`config.mk`:
```
export PLATFORM = sky130hd
export DESIGN_NAME = imem_boot_loader_flat
export DESIGN_NICKNAME = d
export VERILOG_FILES = /design/src/rtl/imem_boot_loader_if.sv /design/src/rtl/imem_boot_loader.sv /design/src/flat_wrapper.sv
export SDC_FILE = /design/constraint.sdc
export NUM_CORES = 1
export LEC_CHECK = 0
export ABC_AREA = 1
export BUFFER_PORTS_ARGS = -buffer_cell sky130_fd_sc_hd__buf_2
export CORE_UTILIZATION = 50
export CTS_CLUSTER_SIZE = 25
export DETAILED_ROUTE_END_ITERATION = 12
export PLACE_DENSITY = 0.75
export RECOVER_POWER = 50
export SLEW_MARGIN = 5
export SYNTH_ARGS = -nofsm -noshare
export SYNTH_HDL_FRONTEND = slang
export SYNTH_SLANG_ARGS = --single-unit
```
`constraint.sdc`:
```
create_clock -name clk -period 2.64 [get_ports clk]
set_input_delay 0.132 -clock clk [delete_from_list [all_inputs] [get_ports clk]]
set_output_delay 0.132 -clock clk [all_outputs]
set_load 0.03 [all_outputs]
```
`src/rtl/imem_boot_loader_if.sv`:
```
// Byte-stream input, instruction-memory write port and core/status outputs of the boot loader.
interface imem_boot_loader_if #(
  parameter int unsigned ADDR_W = 10
);
  logic              s_valid;
  logic [7:0]        s_data;
  logic              s_ready;
  logic              restart;
  logic              imem_we;
  logic [ADDR_W-1:0] imem_addr;
  logic [31:0]       imem_wdata;
  logic              core_rst;
  logic              done;
  logic              error;
  logic [ADDR_W:0]   words_loaded;

  // Byte source / supervisor side.
  modport master (
    output s_valid, s_data, restart,
    input  s_ready, imem_we, imem_addr, imem_wdata, core_rst, done, error, words_loaded
  );

  // Loader side.
  modport slave (
    input  s_valid, s_data, restart,
    output s_ready, imem_we, imem_addr, imem_wdata, core_rst, done, error, words_loaded
  );
endinterface

```
`src/rtl/imem_boot_loader.sv`:
```
// Boot loader: receives a framed program image as a byte stream, writes it word by word into
// instruction memory and holds the core in reset until the image checksum verifies.
// Frame: N[7:0], N[15:8], 4*N little-endian payload bytes, then XOR of all preceding bytes.
module imem_boot_loader #(
  parameter int unsigned ADDR_W = 10
) (
  input logic                clk,
  input logic                rst,
  imem_boot_loader_if.slave  bus
);

  localparam logic [16:0]     MaxWords = 17'(2 ** ADDR_W);
  localparam logic [ADDR_W:0] WlOne    = (ADDR_W + 1)'(1);

  typedef enum logic [2:0] {
    StIdle,
    StHdrLo,
    StHdrHi,
    StData,
    StCsum,
    StDone,
    StErr
  } state_e;

  state_e            state_q, state_d;
  logic [15:0]       n_q, n_d;
  logic [1:0]        byte_idx_q, byte_idx_d;
  logic [7:0]        xor_q, xor_d;
  logic [23:0]       lanes_q, lanes_d;
  logic              imem_we_q, imem_we_d;
  logic [ADDR_W-1:0] imem_addr_q, imem_addr_d;
  logic [31:0]       imem_wdata_q, imem_wdata_d;
  logic [ADDR_W:0]   words_loaded_q, words_loaded_d;
  logic              core_rst_q, core_rst_d;
  logic              done_q, done_d;
  logic              error_q, error_d;

  logic        s_ready;
  logic        take;
  logic [16:0] hdr_n;
  logic        last_word;

  // Ready is a pure decode of the registered state.
  always_comb begin
    s_ready = (state_q == StHdrLo) || (state_q == StHdrHi) ||
              (state_q == StData)  || (state_q == StCsum);
  end

  assign take  = bus.s_valid && s_ready;
  assign hdr_n = {1'b0, bus.s_data, n_q[7:0]};
  // words_loaded already counts every earlier word when the 4th byte of the next one arrives.
  assign last_word = (17'(words_loaded_q) == (17'(n_q) - 17'd1));

  // Next-state and output-register computation.
  always_comb begin
    state_d        = state_q;
    n_d            = n_q;
    byte_idx_d     = byte_idx_q;
    xor_d          = xor_q;
    lanes_d        = lanes_q;
    imem_we_d      = 1'b0;
    imem_addr_d    = imem_addr_q;
    imem_wdata_d   = imem_wdata_q;
    words_loaded_d = words_loaded_q;
    core_rst_d     = core_rst_q;
    done_d         = done_q;
    error_d        = error_q;

    unique case (state_q)
      StIdle: begin
        state_d = StHdrLo;
      end

      StHdrLo: begin
        if (take) begin
          n_d     = {8'h00, bus.s_data};
          xor_d   = xor_q ^ bus.s_data;
          state_d = StHdrHi;
        end
      end

      StHdrHi: begin
        if (take) begin
          n_d   = {bus.s_data, n_q[7:0]};
          xor_d = xor_q ^ bus.s_data;
          if (hdr_n > MaxWords) begin
            state_d = StErr;
            error_d = 1'b1;
          end else if (hdr_n == 17'd0) begin
            state_d = StCsum;
          end else begin
            state_d = StData;
          end
        end
      end

      StData: begin
        if (take) begin
          xor_d      = xor_q ^ bus.s_data;
          byte_idx_d = byte_idx_q + 2'd1;
          case (byte_idx_q)
            2'd0: lanes_d[7:0]   = bus.s_data;
            2'd1: lanes_d[15:8]  = bus.s_data;
            2'd2: lanes_d[23:16] = bus.s_data;
            default: begin
              imem_we_d      = 1'b1;
              imem_addr_d    = words_loaded_q[ADDR_W-1:0];
              imem_wdata_d   = {bus.s_data, lanes_q};
              words_loaded_d = words_loaded_q + WlOne;
              if (last_word) begin
                state_d = StCsum;
              end
            end
          endcase
        end
      end

      StCsum: begin
        if (take) begin
          if (bus.s_data == xor_q) begin
            state_d    = StDone;
            done_d     = 1'b1;
            core_rst_d = 1'b0;
          end else begin
            state_d = StErr;
            error_d = 1'b1;
          end
        end
      end

      StDone, StErr: begin
        if (bus.restart) begin
          state_d        = StHdrLo;
          n_d            = 16'd0;
          byte_idx_d     = 2'd0;
          xor_d          = 8'd0;
          words_loaded_d = '0;
          core_rst_d     = 1'b1;
          done_d         = 1'b0;
          error_d        = 1'b0;
        end
      end

      default: begin
        state_d = StIdle;
      end
    endcase
  end

  // State and output registers; reset aborts any load in progress.
  always_ff @(posedge clk or negedge rst) begin
    if (!rst) begin
      state_q        <= StIdle;
      n_q            <= 16'd0;
      byte_idx_q     <= 2'd0;
      xor_q          <= 8'd0;
      lanes_q        <= 24'd0;
      imem_we_q      <= 1'b0;
      imem_addr_q    <= '0;
      imem_wdata_q   <= 32'd0;
      words_loaded_q <= '0;
      core_rst_q     <= 1'b1;
      done_q         <= 1'b0;
      error_q        <= 1'b0;
    end else begin
      state_q        <= state_d;
      n_q            <= n_d;
      byte_idx_q     <= byte_idx_d;
      xor_q          <= xor_d;
      lanes_q        <= lanes_d;
      imem_we_q      <= imem_we_d;
      imem_addr_q    <= imem_addr_d;
      imem_wdata_q   <= imem_wdata_d;
      words_loaded_q <= words_loaded_d;
      core_rst_q     <= core_rst_d;
      done_q         <= done_d;
      error_q        <= error_d;
    end
  end

  assign bus.s_ready      = s_ready;
  assign bus.imem_we      = imem_we_q;
  assign bus.imem_addr    = imem_addr_q;
  assign bus.imem_wdata   = imem_wdata_q;
  assign bus.core_rst     = core_rst_q;
  assign bus.done         = done_q;
  assign bus.error        = error_q;
  assign bus.words_loaded = words_loaded_q;

endmodule

```
`src/flat_wrapper.sv`:
```
// flat-port wrapper written by rule: the top's interface ports become plain ports
module imem_boot_loader_flat 
#(
  parameter int unsigned ADDR_W = 10
)
  (clk, rst, bus_s_valid, bus_s_data, bus_restart, bus_s_ready, bus_imem_we, bus_imem_addr, bus_imem_wdata, bus_core_rst, bus_done, bus_error, bus_words_loaded);
  imem_boot_loader_if #(.ADDR_W(ADDR_W)) bus_i ();
  input logic clk;
  input logic rst;
  input wire logic [$bits(bus_i.s_valid)-1:0] bus_s_valid;
  input wire logic [$bits(bus_i.s_data)-1:0] bus_s_data;
  input wire logic [$bits(bus_i.restart)-1:0] bus_restart;
  output wire logic [$bits(bus_i.s_ready)-1:0] bus_s_ready;
  output wire logic [$bits(bus_i.imem_we)-1:0] bus_imem_we;
  output wire logic [$bits(bus_i.imem_addr)-1:0] bus_imem_addr;
  output wire logic [$bits(bus_i.imem_wdata)-1:0] bus_imem_wdata;
  output wire logic [$bits(bus_i.core_rst)-1:0] bus_core_rst;
  output wire logic [$bits(bus_i.done)-1:0] bus_done;
  output wire logic [$bits(bus_i.error)-1:0] bus_error;
  output wire logic [$bits(bus_i.words_loaded)-1:0] bus_words_loaded;
  assign bus_i.s_valid = bus_s_valid;
  assign bus_i.s_data = bus_s_data;
  assign bus_i.restart = bus_restart;
  assign bus_s_ready = bus_i.s_ready;
  assign bus_imem_we = bus_i.imem_we;
  assign bus_imem_addr = bus_i.imem_addr;
  assign bus_imem_wdata = bus_i.imem_wdata;
  assign bus_core_rst = bus_i.core_rst;
  assign bus_done = bus_i.done;
  assign bus_error = bus_i.error;
  assign bus_words_loaded = bus_i.words_loaded;
  imem_boot_loader #(.ADDR_W(ADDR_W)) u_core (.clk(clk), .rst(rst), .bus(bus_i));
endmodule
```
==> impl_metrics.yaml <==
logic_synthesis:
  synthXorXnorAreaFrac_pct: 2.65
  ys_ff_latch: 110
  synth_ff_type: "dfrtp_1"
  synthCells: 647
  synth_cell_types: 34
  synthAdderAreaFrac_pct: 1.66
  synth_edf_count: 0
  synth-compound-area-share_pct: 8.57
  ys_warn_count: 0
  synth_top_family_by_area: "simple AND/OR/NAND/NOR gates"
  async_flop_share_pct: 100
  syn-num-nets: 666
  syn_avg_cell_area_um2: 8.17
  syn-cell-area_um2: 5290
  synthMuxAreaShare_pct: 0
  yosysSeqAreaShare_pct: 52.1
  synth_simple_gate_area_share_pct: 29.0
clocking:
  holdBufCountCts: 1
  cts_root_buf: "clkbuf_8"
  numCtsBuffers: 9
  clock_path_buffers: 2
  post_cts_resized: 0
  clock_latency_ns: 0.37
  htreeDepth: 3
  cts_setup_buffers: 0
  cts_tree: "built"
  cts.sinks: 110
  path_clk_slew_ns: 0.10
critical_path:
  path_delay_family: "simple AND/OR/NAND/NOR gates"
  cp_slowest_cell: "dfrtp_1"
  cp_common_cell: "nand2_1"
  start_kind: "register"
  path_class: "reg2reg"
  cp_cell_sequence: "inv_1, ha_1, inv_1, nor2_1, nand2_1, nand2_1, nand2_1, nand2_1, nand3_1, nor2_1, nand3_1, nand2_1, nand2_1, nand2_1, nand2_1"
  critPathRequiredTime_ns: 2.91
  end_kind: "register"
  critPathBufInv: 2
  max_stage_delay_ns: 0.41
  arrival_ns: 2.53
  crit_path_max_fanout: 7
cells_and_area:
  drive_above_1_share_pct: 8.17
  final_util_pct: 58.0
  seq_area_um2: 2750
  fill_cells: 962
  nets: 736
  area_growth_pct: 12.7
  final_area_um2: 5960
  multiInputGateArea_um2: 2210
  antenna_cells: 0
  layout_common_cells: "nand2_1, dfrtp_1, o21ai_0, inv_1, nand3_1"
  layout_commonest_cell: "nand2_1"
floorplan:
  dieArea_um2: 11000
  die_y_um: 105
  core-area_um2: 10300
  top_level_ports: 70
  rows: 37
  start_util_pct: 51.4
  die_w_um: 105
status:
  status: "finished, final reports clean"
drt:
  first_pass_iters: 7
  drcViolationCount: 0
  wl_per_cell_um: 14.6
  wl_um: 12500
  vias: 4569
  drtIter0Drc: 399
  drtAntennaViolNets: 0
  via_per_inst: 5.33
power_and_ir_drop:
  power_mw: 6.02
  p_leak_nw: 3.05
  p_per_area_nw_per_um2: 1010
  ir_drop_mv: 0.714
global_routing:
  grt.total_usage_pct: 23.8
  grt_max_degree: 57
  grt_pass1_wl_um: 20600
  grt_antenna_before_repair: 0
  grt_pass1_vias: 4184
  grt-ovfl-total: 0
placement:
  portBuffers: 69
  placed_cell_area_um2: 5790
  place_congestion: 0.933
  hpwl_um: 9000
timing:
  min_period_over_period_pct: 85.5
  tns_ns: 0
  slew_headroom_pct: 9.66
  fmax_mhz: 443
  setup_viol: 0
  drv_slew: 0
  fin_crit_ns: 2.26
  rsz0062_at_grt: "false"
  worst_pin_slew_ns: 1.36
  hold_violations: 0
  finalClockSkew_ns: 0.0105
run:
  drv_cap: 0
min_path:
  min_path_type: "in2reg"
==> per-stage QoR <==
step | worst slack [ns] | std cells | hold WS [ns]
2_1_floorplan | 0.762 | 647 | -0.164
3_3_place_gp | 0.558 | 841 | 0.224
3_5_place_dp | 0.423 | 841 | 0.229
4_1_cts | 0.406 | 858 | 0.0465
5_1_grt | 0.0895 | 858 | 0.0641
6_report | 0.383 | 858 | 0.0653
==> Yosys cell counts (2+ instances only) <==
cell | instances | area, um^2
a21oi_1 | 10 | 50.1
buf_1 | 2 | 7.51
buf_2 | 2 | 10.0
clkbuf_1 | 11 | 41.3
clkinv_1 | 2 | 7.51
dfrtp_1 | 109 | 2730
ha_1 | 7 | 87.6
inv_1 | 62 | 233
inv_2 | 3 | 11.3
nand2_1 | 204 | 766
nand2_2 | 4 | 25.0
nand2_4 | 5 | 56.3
nand3_1 | 56 | 280
nand3b_1 | 3 | 22.5
nand4_1 | 3 | 18.8
nor2_1 | 41 | 154
nor2_2 | 3 | 18.8
nor2_4 | 3 | 33.8
nor3_1 | 9 | 45.0
nor4_1 | 10 | 62.6
o21ai_0 | 66 | 330
o21ai_1 | 5 | 25.0
o31ai_1 | 2 | 15.0
xnor2_1 | 2 | 17.5
xor2_1 | 14 | 123
==> layout make-up <==
cell class	count	area share, %
Clock buffer	9	2.08
Multi-Input combinational cell	454	37.1
Tap cell	136	2.86
Timing Repair Buffer	75	5.46
Inverter	67	4.22
Clock inverter	7	2.02
Sequential cell	110	46.2
==> per-layer routing <==
layer	share of wire (%)	GRT usage, %	up-vias
met5	0	0	-
met4	2.8	10.8	0
met3	4.9	2.93	30
met2	46	37.7	172
met1	46	32.9	2153
li1	-	-	2214
==> worst paths after layout <==
kind | startpoint | to | slack, ns | cells after the start
hold reg to reg | u_core.bus.core_rst$_DFFE_PN1P_ | u_core.bus.core_rst$_DFFE_PN1P_ | 0.48 | 2
min in group asynchronous | rst | u_core.bus.imem_wdata[5]$_DFFE_PN0P_ | 0.60 | 2
setup reg to reg | u_core.n_q[0]$_DFFE_PN0P_ | u_core.state_q[0]$_DFFE_PN0P_ | 0.38 | 15
max in group asynchronous | rst | u_core.n_q[3]$_DFFE_PN0P_ | 0.50 | 3
hold / removal | bus_s_data[2] | u_core.n_q[10]$_DFFE_PN0P_ | 0.07 | 3
setup / recovery | u_core.n_q[0]$_DFFE_PN0P_ | u_core.state_q[0]$_DFFE_PN0P_ | 0.38 | 15
==> power breakdown <==
group | internal, mW | total [mW] | switching, mW
Combinational | 0.763 | 2.42 | 1.66
Clock | 0.633 | 1.20 | 0.570
Sequential | 2.08 | 2.39 | 0.317
==> state kept, by name, summed over array words and instances, names as in the netlist, 2 cells and up <==
| signal | flops |
|---|---|
| u_core.bus.imem_wdata | 32 |
| u_core.lanes_q | 24 |
| u_core.n_q | 16 |
| u_core.bus.words_loaded | 11 |
| u_core.bus.imem_addr | 10 |
| u_core.xor_q | 8 |
| u_core.state_q | 3 |
| u_core.byte_idx_q | 2 |
==> worst min-delay path: stages <==
cell     delay (ns)
buf_2          0.14
nand3_1        0.08
nand2_1        0.05
==> kinds of logic (layout without fill, tap and decap cells) <==
logic type | count (synthesis) | after routing
buffers and inverters | 83 | 158
adders and majority gates | 7 | 7
AOI/OAI and AO/OA | 87 | 87
DFF | 110 | 110
xor gates and xnor gates | 16 | 16
and+or+nand+nor | 344 | 344
Power figures use the tool's default switching activity.
